### src/rtl/ramio_ctrl.sv
// ramio_ctrl: converts the Core's byte/half/word RAMIO requests into 32-bit
// word transactions with byte strobes on the backing memory. It handles lane
// steering, sign/zero extension of reads and the busy/data_out_ready handshake.
// Build option RAMIO_UNALIGNED_EN: unaligned half/word accesses are split into
// two memory beats instead of raising the sticky fault flag.
module ramio_ctrl #(
    parameter int ADDRESS_BITWIDTH = 32,
    parameter int DATA_WIDTH       = 32
) (
    input  logic                        clk,
    input  logic                        rst_n,
    input  logic                        enable,
    input  logic [1:0]                  write_type,
    input  logic [2:0]                  read_type,
    input  logic [ADDRESS_BITWIDTH-1:0] address,
    input  logic [DATA_WIDTH-1:0]       data_in,
    output logic [DATA_WIDTH-1:0]       data_out,
    output logic                        data_out_ready,
    output logic                        busy,
    output logic                        fault,
    output logic                        mem_req,
    output logic                        mem_we,
    output logic [3:0]                  mem_wstrb,
    output logic [ADDRESS_BITWIDTH-3:0] mem_addr,
    output logic [31:0]                 mem_wdata,
    input  logic                        mem_ack,
    input  logic [31:0]                 mem_rdata
);

    localparam int WA = ADDRESS_BITWIDTH - 2;
`ifdef RAMIO_UNALIGNED_EN
    localparam int LANES = 8;
`else
    localparam int LANES = 4;
`endif

    localparam logic [1:0] S_IDLE  = 2'd0;
    localparam logic [1:0] S_BEAT0 = 2'd1;
`ifdef RAMIO_UNALIGNED_EN
    localparam logic [1:0] S_BEAT1 = 2'd2;
`endif

    logic [1:0]         r_state;
    logic               r_armed;
    logic               r_is_wr;
    logic               r_sext;
    logic               r_dready;
    logic               r_fault;
    logic [1:0]         r_size;
    logic [1:0]         r_off;
    logic [WA-1:0]      r_addr;
    logic [LANES-1:0]   r_wstrb;
    logic [8*LANES-1:0] r_wdata;
    logic [31:0]        r_dout;
`ifdef RAMIO_UNALIGNED_EN
    logic               r_split;
    logic [31:0]        r_rdata0;
    logic [31:0]        w_masked;
`endif

    logic               w_wr;
    logic               w_rd;
    logic               w_accept;
    logic               w_aligned;
    logic               w_done;
    logic [1:0]         w_size;
    logic [1:0]         w_off;
    logic [LANES-1:0]   w_mask;
    logic [LANES-1:0]   w_strb;
    logic [31:0]        w_rep;
    logic [8*LANES-1:0] w_wdata;
    logic [31:0]        w_lane;

    // Extend a right-aligned lane to 32 bits according to access size.
    function automatic logic [31:0] extend(input logic [31:0] lane,
                                           input logic [1:0]  size,
                                           input logic        sext);
        case (size)
            2'd1:    extend = {{24{sext & lane[7]}}, lane[7:0]};
            2'd2:    extend = {{16{sext & lane[15]}}, lane[15:0]};
            default: extend = lane;
        endcase
    endfunction

    // Request decode, acceptance, write steering and read lane selection.
    always_comb begin
        w_wr     = |write_type;
        w_rd     = |read_type[1:0];
        // A write wins over a simultaneous read.
        w_size   = w_wr ? write_type : read_type[1:0];
        w_off    = address[1:0];
        case (w_size)
            2'd1:    w_aligned = 1'b1;
            2'd2:    w_aligned = ~w_off[0];
            default: w_aligned = (w_off == 2'd0);
        endcase
        w_accept = (r_state == S_IDLE) & r_armed & enable & (w_wr | w_rd);
        busy     = (r_state != S_IDLE) | (enable & r_armed & (w_wr | w_rd));
        case (w_size)
            2'd1:    w_mask = LANES'(1);
            2'd2:    w_mask = LANES'(3);
            default: w_mask = LANES'(15);
        endcase
        w_strb   = w_mask << w_off;
        case (w_size)
            2'd1:    w_rep = {4{data_in[7:0]}};
            2'd2:    w_rep = {2{data_in[15:0]}};
            default: w_rep = data_in;
        endcase
`ifdef RAMIO_UNALIGNED_EN
        case (w_size)
            2'd1:    w_masked = {24'd0, data_in[7:0]};
            2'd2:    w_masked = {16'd0, data_in[15:0]};
            default: w_masked = data_in;
        endcase
        // Unaligned data spans both beats: low word to BEAT0, high word to BEAT1.
        w_wdata  = w_aligned ? {32'd0, w_rep} : ({32'd0, w_masked} << {w_off, 3'b000});
        w_lane   = 32'(((r_state == S_BEAT1) ? {mem_rdata, r_rdata0} : {32'd0, mem_rdata})
                       >> {r_off, 3'b000});
        w_done   = mem_ack & (((r_state == S_BEAT0) & ~r_split) | (r_state == S_BEAT1));
`else
        w_wdata  = w_rep;
        w_lane   = mem_rdata >> {r_off, 3'b000};
        w_done   = mem_ack & (r_state == S_BEAT0);
`endif
    end

    // Control FSM, request latch and registered read result.
    always_ff @(posedge clk or negedge rst_n) begin
        if (!rst_n) begin
            r_state  <= S_IDLE;
            r_armed  <= 1'b0;
            r_is_wr  <= 1'b0;
            r_sext   <= 1'b0;
            r_dready <= 1'b0;
            r_fault  <= 1'b0;
            r_size   <= 2'd0;
            r_off    <= 2'd0;
            r_addr   <= '0;
            r_wstrb  <= '0;
            r_wdata  <= '0;
            r_dout   <= '0;
`ifdef RAMIO_UNALIGNED_EN
            r_split  <= 1'b0;
            r_rdata0 <= '0;
`endif
        end else begin
            // A held enable must drop for one edge before it can start another request.
            if (!enable) r_armed <= 1'b1;
            if (w_accept) begin
                r_armed  <= 1'b0;
                r_is_wr  <= w_wr;
                r_size   <= w_size;
                r_off    <= w_off;
                r_sext   <= read_type[2];
                r_addr   <= address[ADDRESS_BITWIDTH-1:2];
                r_wstrb  <= w_wr ? w_strb : '0;
                r_wdata  <= w_wdata;
                r_dready <= 1'b0;
`ifdef RAMIO_UNALIGNED_EN
                r_split  <= ~w_aligned;
                r_state  <= S_BEAT0;
`else
                if (w_aligned) begin
                    r_state <= S_BEAT0;
                end else begin
                    // Unaligned: no memory access, completes right here.
                    r_fault <= 1'b1;
                    if (!w_wr) begin
                        r_dready <= 1'b1;
                        r_dout   <= '0;
                    end
                end
`endif
            end
`ifdef RAMIO_UNALIGNED_EN
            if (mem_ack && (r_state == S_BEAT0) && r_split) begin
                r_rdata0 <= mem_rdata;
                r_state  <= S_BEAT1;
            end
`endif
            if (w_done) begin
                r_state <= S_IDLE;
                if (!r_is_wr) begin
                    r_dready <= 1'b1;
                    r_dout   <= extend(w_lane, r_size, r_sext);
                end
            end
        end
    end

    assign mem_req        = (r_state != S_IDLE);
    assign mem_we         = r_is_wr;
    assign data_out       = r_dout;
    assign data_out_ready = r_dready;
    assign fault          = r_fault;
`ifdef RAMIO_UNALIGNED_EN
    // Second beat targets the following word, wrapping at the top of memory.
    assign mem_addr  = (r_state == S_BEAT1) ? r_addr + WA'(1) : r_addr;
    assign mem_wstrb = (r_state == S_BEAT1) ? r_wstrb[7:4] : r_wstrb[3:0];
    assign mem_wdata = (r_state == S_BEAT1) ? r_wdata[63:32] : r_wdata[31:0];
`else
    assign mem_addr  = r_addr;
    assign mem_wstrb = r_wstrb;
    assign mem_wdata = r_wdata;
`endif

endmodule

### config.mk
export PLATFORM = sky130hd
export DESIGN_NAME = ramio_ctrl
export DESIGN_NICKNAME = d
export VERILOG_FILES = /design/src/rtl/ramio_ctrl.sv
export SDC_FILE = /design/constraint.sdc
export NUM_CORES = 1
export LEC_CHECK = 0
export CAP_MARGIN = 40
export CORE_AREA = 2 2 133 96
export DETAILED_ROUTE_END_ITERATION = 6
export DIE_AREA = 0 0 135 98
export MAX_ROUTING_LAYER = met4
export PLACE_DENSITY_LB_ADDON = 0.08
export SLEW_MARGIN = 20
export SYNTH_ARGS = -nofsm -noshare
export SYNTH_HDL_FRONTEND = slang
export SYNTH_SLANG_ARGS = --single-unit
### constraint.sdc
create_clock -name clk -period 2.5 [get_ports clk]
set_input_delay 0.375 -clock clk [delete_from_list [all_inputs] [get_ports clk]]
set_output_delay 0.375 -clock clk [all_outputs]
set_load 0.05 [all_outputs]
==> flow_metrics.py <==
metrics = {
    "timing": {
        "finalSetupViolCount": 0,
        "worstMarginPinSlew_ns": 0.618,
        "period_share": 0.946,
        "timing.fmax_mhz": 423,
        "clock-skew-final_ns": 0.00687,
        "relSlewSlack": 0.588,
        "rsz0062_at_grt": "no",
        "fin_crit_ns": 2.36,
        "drv_slew": 0,
        "finalHoldViolCount": 0,
    },
    "finish": {
        "synthToLayoutAreaGrowth_pct": 53.1,
        "drive_gt1_frac": 0.0984,
        "fin_util": 0.650,
        "fin_nets": 857,
        "n_antenna_cell": 0,
        "final_cell_mix": "clkdlybuf4s50_1, nand2_1, dfrtp_1, nor2_1, buf_4",
        "layout_commonest_cell": "clkdlybuf4s50_1",
    },
    "place": {
        "dp_hpwl_mm": 11.3,
        "io_buffers": 207,
        "gp_congestion": 0.882,
    },
    "route": {
        "drt_iter0_markers": 212,
        "ant_nets": 0,
        "wl_mm": 15.1,
        "dr.pass1.iters": 5,
        "wl_per_cell_um": 16.5,
        "vias_per_cell": 5.19,
        "num_vias": 4748,
        "drcViolationCount": 0,
    },
    "logic_synthesis": {
        "syn_avg_cell_area_um2": 9.62,
        "async_reset_ff_frac": 1.00,
        "syn_nets": 642,
        "syn_inst": 533,
        "ys_ff_latch": 108,
        "synth_largest_area_cell": "dfrtp_1",
        "synth_area_um2": 5130,
        "ys.warnings.count": 0,
        "seq_area_frac_synth": 0.527,
        "synth-main-ff-cell": "dfrtp_1",
        "synth.distinct_cells": 49,
        "synthTopCellsByArea": "dfrtp_1, nand2_1, nor2_1",
        "synth_edf_count": 0,
        "synth.top_cell.area_share": 0.527,
    },
    "clock_network": {
        "cts.sinks": 108,
        "cts-htree-levels": 3,
        "numCtsBuffers": 9,
        "cts_tree": "yes",
        "clockRootBuffer": "clkbuf_16",
        "clockBufferDepth": 2,
        "clk_latency_ns": 0.34,
        "post_cts_buffers": 0,
        "clkTransAtPathRegs_ns": 0.07,
        "postCtsHoldBufs": 0,
    },
    "global_route": {
        "overflow": 0,
        "grt_max_degree": 51,
        "grt_pass1_vias": 4632,
        "antenna_found_initial": 0,
        "grtUsageTotal": 0.240,
        "grt_pass1_wl_mm": 24.4,
    },
    "worst_setup_path": {
        "crit_arrival_ns": 2.59,
        "path_max_fanout": 12,
        "r2r-start": "r_off[0]",
        "reg2reg_depth": 5,
        "reg2reg_to": "data_out[12]",
        "critical_path_class": "in -> reg",
        "r2r_slack_ns": 0.55,
        "crit_path_start_kind": "input pin",
        "end_kind": "register",
        "cp.required_ns": 2.72,
    },
    "power_and_ir_drop": {
        "p_int_mw": 4.69,
        "p_total_mw": 8.62,
        "p_sw_frac": 0.456,
        "p_seq_frac": 0.306,
        "leakagePower_nw": 3.54,
        "power.density_nw_per_um2": 1100,
        "power_frac_comb": 0.527,
        "clkPwrFrac": 0.167,
        "ir_drop_mv": 0.744,
        "p_sw_mw": 3.93,
    },
    "run": {
        "maxCapViolCount": 0,
    },
    "die": {
        "ios": 208,
        "core_um2": 12100,
        "die_w_um": 135,
        "row_count": 34,
        "die_area_um2": 13200,
        "die_y_um": 98,
        "initial_core_util": 0.424,
    },
    "run_status": {
        "status": "finished clean",
    },
    "worst_hold_path": {
        "hold_class": "in -> async",
    },
}
worst max path at each step:
stage	from	end	slack, ns	cells after the start
4_1_cts	write_type[1]	data_out[27]	0.03	9
2_1_floorplan	write_type[1]	data_out[29]	0.37	8
3_3_place_gp	write_type[1]	data_out[26]	-0.24	9
5_1_grt	write_type[1]	data_out[27]	0.03	10
6_report	write_type[0]	data_out[27]	0.14	10
3_5_place_dp	write_type[1]	data_out[27]	-0.32	9
critical path: stages:
cell and delay, ns:
clkdlybuf4s50_1 0.52, inv_1 0.07, a21oi_2 0.18, inv_1 0.07, ha_1 0.21, nor2b_1 0.17, o31ai_4 0.26, a31oi_4 0.16
buf_4 0.21, a221o_1 0.36
metal layers:
metal / GRT usage / routed length, um / vias up
li1: - / - / 2279
met1: 0.341 / 7010 / 2267
met2: 0.347 / 6630 / 185
met3: 0.0561 / 1240 / 17
met4: 0.0617 / 239 / 0
met5: - / 0 / -
stage by stage:
stage / cells / TNS (ns) / cell area (um^2) / worst slack, ns / hold slack [ns]
global placement: 898 / -5.03 / 7520 / -0.238 / 0.419
floorplan: 533 / 0 / 5130 / 0.371 / 0.0794
detailed placement: 899 / -8.34 / 7530 / -0.319 / 0.419
global route: 914 / 0 / 7850 / 0.0340 / 0.0832
CTS: 914 / 0 / 7830 / 0.0296 / 0.0488
finish: 914 / 0 / 7850 / 0.136 / 0.0363
sequential cells by signal, summed over array words and instances (netlist names), 2 cells and up:
signal	count
r_size	2
data_out	32
r_off	2
mem_wdata	32
mem_wstrb	4
mem_addr	30
cells by family (layout without fill, tap and decap cells):
logic type	Yosys count	in the layout	share of synthesized area
and+or+nand+nor	228	228	0.190
adders and majority gates	4	4	0.00976
AOI/OAI and AO/OA	125	125	0.186
DFF	108	108	0.527
buffers and inverters	49	268	0.0459
muxes	19	19	0.0410
synthesized netlist by cell type (all sizes together) (2+ instances only):
library cell and count:
ha 4, o31ai 4, nand3b 9, nand2 146, mux2i 15, a22oi 8
clkbuf 20, mux2 3, a2111oi 2, a211oi 8, o21ai 31, a211o 15
a221o 8, nor2b 12, a21oi 16, a21o 2, buf 19, inv 10
or2 2, a221oi 16, a32o 7, nor2 51, dfrtp 108, o41ai 2
cell type report:
class	count	area, um^2
clock inverter	5	60.1
clock buffer	10	239
inverter	10	37.5
timing repair buffer	243	2390
multi-input combinational	376	2220
fill	992	4230
tap	162	203
sequential	108	2700
power groups by stage:
stage          Clock (mW)  Combinational [mW]  Sequential, mW
2_1_floorplan           0                1.07            4.46
3_3_place_gp            0                4.50            2.65
3_5_place_dp            0                4.55            2.66
4_1_cts              1.48                4.56            2.64
5_1_grt              1.56                4.79            2.71
6_report             1.44                4.54            2.64
repair_timing:
action | 4_1_cts | 5_1_grt
endpoints found under the hold margin | 0 | 0
endpoints found under the setup margin | 0 | 19
resized for setup | 0 | 6
Note: power is estimated with default switching activity, not from simulation.
